--- config.mk ---
export PLATFORM = sky130hd
export DESIGN_NAME = led_count_allocator_flat
export DESIGN_NICKNAME = d
export VERILOG_FILES = /design/src/rtl/led_count_allocator_if.sv /design/src/rtl/led_count_allocator.sv /design/src/flat_wrapper.sv
export SDC_FILE = /design/constraint.sdc
export NUM_CORES = 2
export LEC_CHECK = 0
export CAP_MARGIN = 10
export CORE_ASPECT_RATIO = 0.75
export CORE_UTILIZATION = 50
export CTS_BUF_LIST = sky130_fd_sc_hd__clkbuf_8
export DETAILED_ROUTE_END_ITERATION = 10
export PLACE_DENSITY = 0.69
export SETUP_SLACK_MARGIN = 0.1
export SYNTH_ARGS = -nofsm -noshare
export SYNTH_HDL_FRONTEND = slang
export SYNTH_SLANG_ARGS = --single-unit
--- constraint.sdc ---
create_clock -name clk -period 8.8 [get_ports clk]
set_input_delay 0.88 -clock clk [delete_from_list [all_inputs] [get_ports clk]]
set_output_delay 0.88 -clock clk [all_outputs]
set_load 0.03 [all_outputs]
--- src/rtl/led_count_allocator_if.sv ---
// Handshake bundle between the LED count allocator and its neighbours.
// Master drives start/amplitudes; slave returns counts, data_v, busy.
interface led_count_allocator_if #(
  parameter int LEDS    = 50,
  parameter int BIN_QTY = 12,
  parameter int AW      = 16
) ();
  localparam int CW = $clog2(LEDS + 1);

  logic                           start;
  logic [BIN_QTY-1:0][AW-1:0]     amplitudes;
  logic [BIN_QTY-1:0][CW-1:0]     LEDCounts;
  logic                           data_v;
  logic                           busy;

  modport master (
    output start, amplitudes,
    input  LEDCounts, data_v, busy
  );

  modport slave (
    input  start, amplitudes,
    output LEDCounts, data_v, busy
  );
endinterface

--- src/rtl/led_count_allocator.sv ---
// Splits LEDS strip LEDs across note bins in proportion to amplitude.
// Optional amplitude gate below THRESH enabled by LED_ALLOC_THRESH_EN.
module led_count_allocator #(
  parameter int LEDS    = 50,
  parameter int BIN_QTY = 12,
  parameter int AW      = 16,
  parameter int THRESH  = 0
) (
  input  logic                 clk,
  input  logic                 rst,
  led_count_allocator_if.slave bus
);
  localparam int CW = $clog2(LEDS + 1);
  localparam int NW = AW + CW;
  localparam int SW = AW + $clog2(BIN_QTY);
  localparam int BW = (BIN_QTY > 1) ? $clog2(BIN_QTY) : 1;
  localparam int KW = $clog2(NW);

  typedef enum logic [2:0] {
    IDLE, SUM, DIV, FIX, DONE
  } state_t;

  state_t                      state;
  logic [BIN_QTY-1:0][AW-1:0]  amp_r;
  logic [BIN_QTY-1:0][AW-1:0]  gated;
  logic [SW-1:0]               acc;
  logic [SW-1:0]               rem;
  logic [NW-1:0]               dq;
  logic [KW-1:0]               bit_cnt;
  logic [BW-1:0]               bin;
  logic [BW-1:0]               nbin;
  logic [BW-1:0]               maxbin;
  logic [CW-1:0]               assigned;
  logic [BIN_QTY-1:0][CW-1:0]  work_cnt;
  logic [BIN_QTY-1:0][CW-1:0]  fixed;

  logic [SW-1:0]               acc_nx;
  logic [SW:0]                 rem_sh;
  logic [SW:0]                 rem_df;
  logic                        ge;
  logic [SW-1:0]               rem_nx;
  logic [NW-1:0]               dq_nx;
  logic [NW-1:0]               dvd_first;
  logic [NW-1:0]               dvd_next;
  logic                        last_bin;

  always_comb begin
    gated = bus.amplitudes;
`ifdef LED_ALLOC_THRESH_EN
    for (int i = 0; i < BIN_QTY; i++) begin
      if (int'(bus.amplitudes[i]) < THRESH) gated[i] = '0;
    end
`endif
  end

  // Restoring divide: dq shifts dividend bits out and quotient bits in.
  always_comb begin
    last_bin  = (bin == BW'(BIN_QTY - 1));
    nbin      = last_bin ? '0 : bin + BW'(1);
    acc_nx    = acc + SW'(amp_r[bin]);
    rem_sh    = {rem, dq[NW-1]};
    rem_df    = rem_sh - {1'b0, acc};
    ge        = (rem_sh >= {1'b0, acc});
    rem_nx    = ge ? rem_df[SW-1:0] : rem_sh[SW-1:0];
    dq_nx     = {dq[NW-2:0], ge};
    dvd_first = NW'(amp_r[0]) * NW'(LEDS);
    dvd_next  = NW'(amp_r[nbin]) * NW'(LEDS);
  end

  always_comb begin
    fixed         = work_cnt;
    fixed[maxbin] = work_cnt[maxbin] + (CW'(LEDS) - assigned);
  end

  always_ff @(posedge clk) begin
    if (rst) begin
      state         <= IDLE;
      amp_r         <= '0;
      acc           <= '0;
      rem           <= '0;
      dq            <= '0;
      bit_cnt       <= '0;
      bin           <= '0;
      maxbin        <= '0;
      assigned      <= '0;
      work_cnt      <= '0;
      bus.LEDCounts <= '0;
      bus.data_v    <= 1'b0;
      bus.busy      <= 1'b0;
    end else begin
      unique case (state)
        IDLE: begin
          bus.data_v <= 1'b0;
          if (bus.start) begin
            amp_r    <= gated;
            acc      <= '0;
            assigned <= '0;
            maxbin   <= '0;
            bin      <= '0;
            bus.busy <= 1'b1;
            state    <= SUM;
          end
        end
        SUM: begin
          acc <= acc_nx;
          if (amp_r[bin] > amp_r[maxbin]) maxbin <= bin;
          if (last_bin) begin
            bin <= '0;
            if (acc_nx == '0) begin
              work_cnt      <= '0;
              bus.LEDCounts <= '0;
              bus.data_v    <= 1'b1;
              state         <= DONE;
            end else begin
              dq      <= dvd_first;
              rem     <= '0;
              bit_cnt <= '0;
              state   <= DIV;
            end
          end else begin
            bin <= nbin;
          end
        end
        DIV: begin
          rem     <= rem_nx;
          dq      <= dq_nx;
          bit_cnt <= bit_cnt + KW'(1);
          if (bit_cnt == KW'(NW - 1)) begin
            bit_cnt       <= '0;
            work_cnt[bin] <= dq_nx[CW-1:0];
            assigned      <= assigned + dq_nx[CW-1:0];
            rem           <= '0;
            if (last_bin) begin
              state <= FIX;
            end else begin
              bin <= nbin;
              dq  <= dvd_next;
            end
          end
        end
        FIX: begin
          work_cnt      <= fixed;
          bus.LEDCounts <= fixed;
          bus.data_v    <= 1'b1;
          state         <= DONE;
        end
        DONE: begin
          bus.data_v <= 1'b0;
          bus.busy   <= 1'b0;
          state      <= IDLE;
        end
        default: state <= IDLE;
      endcase
    end
  end
endmodule

--- src/flat_wrapper.sv ---
// flat-port wrapper written by rule: the top's interface ports become plain ports
module led_count_allocator_flat 
#(
  parameter int LEDS    = 50,
  parameter int BIN_QTY = 12,
  parameter int AW      = 16,
  parameter int THRESH  = 0
)
  (clk, rst, bus_start, bus_amplitudes, bus_LEDCounts, bus_data_v, bus_busy);
  led_count_allocator_if #(.LEDS(LEDS), .BIN_QTY(BIN_QTY), .AW(AW)) bus_i ();
  input  logic clk;
  input  logic rst;
  input wire logic [$bits(bus_i.start)-1:0] bus_start;
  input wire logic [$bits(bus_i.amplitudes)-1:0] bus_amplitudes;
  output wire logic [$bits(bus_i.LEDCounts)-1:0] bus_LEDCounts;
  output wire logic [$bits(bus_i.data_v)-1:0] bus_data_v;
  output wire logic [$bits(bus_i.busy)-1:0] bus_busy;
  assign bus_i.start = bus_start;
  assign bus_i.amplitudes = bus_amplitudes;
  assign bus_LEDCounts = bus_i.LEDCounts;
  assign bus_data_v = bus_i.data_v;
  assign bus_busy = bus_i.busy;
  led_count_allocator #(.LEDS(LEDS), .BIN_QTY(BIN_QTY), .AW(AW), .THRESH(THRESH)) u_core (.clk(clk), .rst(rst), .bus(bus_i));
endmodule
# [Yosys cells after proc, flatten, opt, wreduce, memory -nomap -nowiden]
# Cells that the tools add are included.
[classes] order_cmp=7 mux=57 n_reduce_logical=24 mul=2 n_eq_ne=14 add_sub_neg=7
[op_table] op="$mux 72" n=3
[op_table] op="$pmux 72 s3" n=1
[op_table] op="$bmux 16 s4" n=3
[op_table] op="$bwmux 72" n=2
[op_table] op="$pmux 72 s2" n=1
[op_table] op="$mux 20" n=5
[op_table] op="$mux 22" n=4
[op_table] op="$pmux 20 s2" n=2
[op_table] op="$demux 6 s4" n=2
[op_table] op="$mux 16" n=3
[op_table] op="$pmux 22 s2" n=1
[op_table] op="$mul 16x5->21 const B" n=2
[op_table] op="$mux 6" n=5
[op_table] op="$bmux 6 s4" n=1
[op_table] op="$mux 4" n=6
[op_table] op="$ge 21x20->1" n=1
[op_table] op="$add 20x16->20" n=1
[op_table] op="$logic_not 20->1" n=1
[op_table] op="$sub 20x20->20" n=1
[op_table] op="$gt 16x16->1" n=1
[op_table] op="$lt 4x5->1 const B" n=3
[op_table] op="$mux 3" n=5
[op_table] op="$mux 5" n=3
[op_table] op="$reduce_and 3->1" n=5
[op_table] op="27 further kinds" n=49
[word_totals] in_bits=195 reg_bits=422

# [Logic depth before layout (Yosys ltp)]
[logic_depth] word_depth=8 mapped_depth=26

# [Worst setup path before layout]
# OpenSTA, ideal clock, no wires.
[synth_path] path_kind="register -> register" startpoint="register u_core.bin[1]" endpoint="register u_core.dq[19]" slack_ps=2332 stages_incl_launch_ff=27 n_path_buf=6 setup_time_ps=116 synth_period_minus_slack_ps=6468 t_arrival_ps=6351 path_cell_list="dfxtp_1 clkbuf_1 buf_1 clkbuf_1 inv_1 ha_1 buf_1 clkbuf_1 clkbuf_1 mux4_2 mux2i_1 o21ai_0 ha_1 ha_1 inv_1 fa_1 inv_1 ha_1 or3_1 o21bai_1 a311oi_1 o21ai_0 xnor2_1 o211ai_1 o211ai_1 a21oi_1 a41o_1"
[synth_via] elab_chain_len=8 elab_cells_between_ends=16 cone_classes="add/sub (2); mul (1); eq/ne (3); mux (8); reduce/logical (2)"
[synth_lines] element="start, declared" line="led_count_allocator.sv:30" text="logic [BW-1:0] bin;"
[synth_lines] element="start signal, assigned" line="led_count_allocator.sv:121" text="bin <= nbin;"
[synth_lines] element="start signal, assigned" line="led_count_allocator.sv:136" text="bin <= nbin;"
[synth_lines] element="$add 4x1->4 or $eq 4x4->1 (tied branches)" line="led_count_allocator.sv:59, led_count_allocator.sv:58"
[synth_lines] element="$mux 4" line="led_count_allocator.sv:59" text="nbin = last_bin ? '0 : bin + BW'(1);"
[synth_lines] element="$bmux 16 s4" line="led_count_allocator.sv:67" text="dvd_next = NW'(amp_r[nbin]) * NW'(LEDS);"
[synth_lines] element="$mux 16 (not written as such)" line="led_count_allocator.sv:67"
[synth_lines] element="$mul 16x5->21" line="led_count_allocator.sv:67"
[synth_lines] element="$mux 22" line="led_count_allocator.sv:133" text="if (last_bin) begin"
[synth_lines] element="$mux 22" line="led_count_allocator.sv:128" text="if (bit_cnt == KW'(NW - 1)) begin"
[synth_lines] element="$pmux 22 s2" line="led_count_allocator.sv:91" text="unique case (state)"
[synth_lines] element="end signal, assigned" line="led_count_allocator.sv:115" text="dq <= dvd_first;"
[synth_lines] element="end signal, assigned" line="led_count_allocator.sv:126" text="dq <= dq_nx;"
[synth_lines] element="end signal, assigned" line="led_count_allocator.sv:137" text="dq <= dvd_next;"
[synth_lines] element="end, declared" line="led_count_allocator.sv:28" text="logic [NW-1:0] dq;"
# Parallel ways exist; a longest one is shown, timed or not. The select of a mux whose other input is x is not followed.
# A chain may end at the register's enable or synchronous reset.

# [Worst setup path after layout]
[layout_path] startpoint="register u_core.bin[0]" endpoint="register u_core.dq[0]"
[layout_via] elab_chain_len=6 elab_cells_between_ends=11 cone_classes="add/sub (1); eq/ne (3); mux (5); reduce/logical (2)"
[layout_lines] element="$bmux 16 s4" line="led_count_allocator.sv:60" text="acc_nx = acc + SW'(amp_r[bin]);"
[layout_lines] element="$mux 16 (not written as such)" line="led_count_allocator.sv:60"
[layout_lines] element="$add 20x16->20" line="led_count_allocator.sv:60"
[layout_lines] element="$logic_not 20->1" line="led_count_allocator.sv:109" text="if (acc_nx == '0) begin"
[layout_lines] element="$ne 2x2->1 (no line)"
[layout_lines] element="$reduce_and 3->1 (no line)"
# Parallel ways exist; a longest one is shown, timed or not. The select of a mux whose other input is x is not followed.

==> summary.txt <==
Clocking
  – Post-cts gate resize count: 0
  – Reg clk slew, reported paths: 0.06 ns
  – Clock Latency Late Sink: 0.69 ns
  – CTS max path bufs: 3
  – Number of post-CTS setup repair buffers: 0
  – CTS tree: yes
  – Cts bufs inserted: 72
  – Post-CTS Hold Buffers: 0
  – Clk Tree Root Cell: clkbuf_8
  – CTS H-tree lvls: 3
  – Clk sink count: 422

Power
  – Pwr Density: between 150 and 200 nW/um2
  – Lkg Pwr: 12.4 nW
  – Total power: 0.00495 W
  – Max IR drop VDD: 0.0961 mV

Synthesis
  – Cell area after synthesis: between 20000 and 30000 um2
  – Post-synth EDFFs: 0
  – Synth area leader: dfxtp_1
  – Top cells by area, synth: dfxtp_1, mux4_2, nand2_1, ha_1, a21oi_1
  – Ys Warns: 0
  – Ys async rst share: 0%
  – Mapped Cells: approximately 3300
  – Synthesized area per cell: 8.43 um2
  – Synth Net Count: 3728
  – Top cell type's share of synthesized area: 30.1%
  – Prevailing post-synth register cell: dfxtp_1
  – Register area share after synthesis: approximately 30%
  – Synthesized flop and latch total: 422
  – Cell variety after synth: 83

STA
  – Setup ws final: between 1 and 1.5 ns
  – Maximum operating frequency: between 100 and 150 MHz
  – Max Clock Skew: 0.0360 ns
  – RSZ-0062 raised after global routing: false
  – Period utilization: 83.5%
  – Final min period: 7.35 ns
  – Worst slew margin: 11.7%
  – Final setup vio count: 0
  – Final hold vios: 0
  – Setup Total Neg Slack: 0 ns
  – Final slew viol count: 0
  – Tightest Pin Transition: between 1 and 1.5 ns

Floorplanning
  – Initial core utilization: 51.1%
  – Die Wd: 276 um
  – Placeable Area: 55000 um2
  – Row count: 74
  – Full die area: 57100 um2
  – IO Count: 269
  – Die height: 207 um

Routing
  – Post-route DRC: 0
  – Final ANT Viol Nets: 0
  – 1st-iter DRT viols: 3166
  – Drt wl/cell: between 20 and 25 um
  – Via/cell ratio: 6.32
  – DRT Pass-1 Iters: 7
  – Routed vias: 26800
  – Routed Wire Length: between 90000 and 100000 um

Setup path
  – WP data required: 9.42 ns
  – Startpoint Class: flip-flop
  – Crit. End Element: flip-flop
  – Setup Crit Path Kind: reg -> reg
  – Worst-path fanout max: 56
  – WP data arrival: 7.97 ns

Cells and area
  – Final net count: 3863
  – Utilization after layout: 59.4%
  – Non-Filler Instances: 4244
  – Area Growth Syn to Fin: 16.3%
  – Fraction of layout cells with a size suffix above 1: 10.3%

Hold path
  – Hold Crit Class: reg -> reg

Global routing
  – Global-route wire length before repair: 151000 um
  – Initial antenna violation count: 4
  – Largest net degree at the start of global routing: approximately 110
  – Tot GR Track Use: roughly a third
  – Remaining global-route overflow: 0
  – Vias in the first global route: ~25000

Placed design
  – Routability cong.: 0.959
  – Dpl hpwl: 72600 um
  – Placed cell count: 4113
  – Placement Setup Slack: between 1.5 and 2 ns
  – I/O Buffers: between 200 and 300

Flow run
  – Max-cap violations: 0

Run status
  – Status: finished, final reports clean
[final timing paths]
path,cells after the start,slack (ns),from,end
worst max register to register,13,1.45,u_core.bin[0],u_core.dq[0]
worst min-delay path,2,0.45,u_core.dq[10],u_core.dq[10]
worst max-delay path,13,1.45,u_core.bin[0],u_core.dq[0]
worst min register to register,2,0.45,u_core.dq[10],u_core.dq[10]
[per-layer routing]
metal / global-route usage (%) / routed length (um)
met1: 51.0 / 44400
met2: 48.1 / 40900
met3: 10.5 / 11100
met4: 7.92 / 2050
met5: 0 / 34
[kinds of logic after synthesis]
logic type	after synthesis	share of synthesized area (%)
AO/OA/AOI/OAI	996	22.3
AND/OR/NAND/NOR	994	14.6
flip-flops	422	30.1
buffers and inverters	418	5.69
multiplexers	238	15.7
adder cells (fa/ha/maj)	202	9.69
XOR/XNOR	61	1.90
[stage by stage]
stage	hold slack, ns	cell area (um2)
2_1_floorplan	0.427	28100
3_3_place_gp	0.439	31100
3_5_place_dp	0.441	31100
4_1_cts	0.450	32700
5_1_grt	0.475	32700
6_report	0.447	32700
[area by class of cell]
cell class / instances / area, um2
flip-flops and latches: 422 / 8460
well taps: 722 / 903
fillers: 4889 / 22300
clock inverters: 35 / 288
diodes: 1 / 2.50
clock buffers: 94 / 1290
inverters: 180 / 676
multi-input cells: 2491 / 18100
repair buffers: 299 / 2920
[synth_stat cells, types with 19 or more instances]
master,number
o21a_1,28
nand3_1,21
a21boi_0,36
o211ai_1,45
nor2_1,162
inv_1,179
xnor2_1,32
xor2_1,29
clkbuf_1,193
nand2_1,674
a21oi_1,407
a22oi_1,26
buf_1,32
a211oi_1,31
fa_1,26
mux2i_1,69
nor3_1,41
o32ai_1,40
a21o_1,36
dfxtp_1,422
ha_1,176
o21ai_0,194
mux4_2,161
a311oi_1,19
[registers in the layout (all words and copies together), names as in the netlist]
name,flops
u_core.amp_r,192
u_core.bus.LEDCounts,72
u_core.work_cnt,72
u_core.dq,22
u_core.acc,20
u_core.rem,20
u_core.assigned,6
u_core.bit_cnt,5
u_core.bin,4
u_core.maxbin,4
u_core.state,3
u_core.bus.busy,1
u_core.bus.data_v,1
[layout by cell type (no fill, tap or decap), types with 94 or more instances in the layout]
cell and n:
mux4_2 161, inv_1 193, ha_1 175, dfxtp_1 417, clkbuf_8 94, nand2_1 673, o21ai_0 194, nor2_1 161
a21oi_1 406, clkdlybuf4s50_1 267
[worst max-delay path, cell delays in order (launching register included)]
cell	delay [ns]
dfxtp_4	1.03
mux4_2	0.61
mux2i_1	0.50
o21ai_0	0.25
ha_1	0.50
a21oi_1	0.15
a21boi_1	0.45
a211oi_1	0.18
o31ai_1	0.74
mux2_2	0.43
or2_2	0.33
o41a_1	0.77
nor3_4	1.03
a22o_1	0.27
[where the power goes]
group          switching, W  total (W)  internal [W]
Sequential        0.0000980    0.00207       0.00197
Clock              0.000885    0.00197       0.00108
Combinational      0.000520   0.000916      0.000396
(Power assumes the default switching activity.)
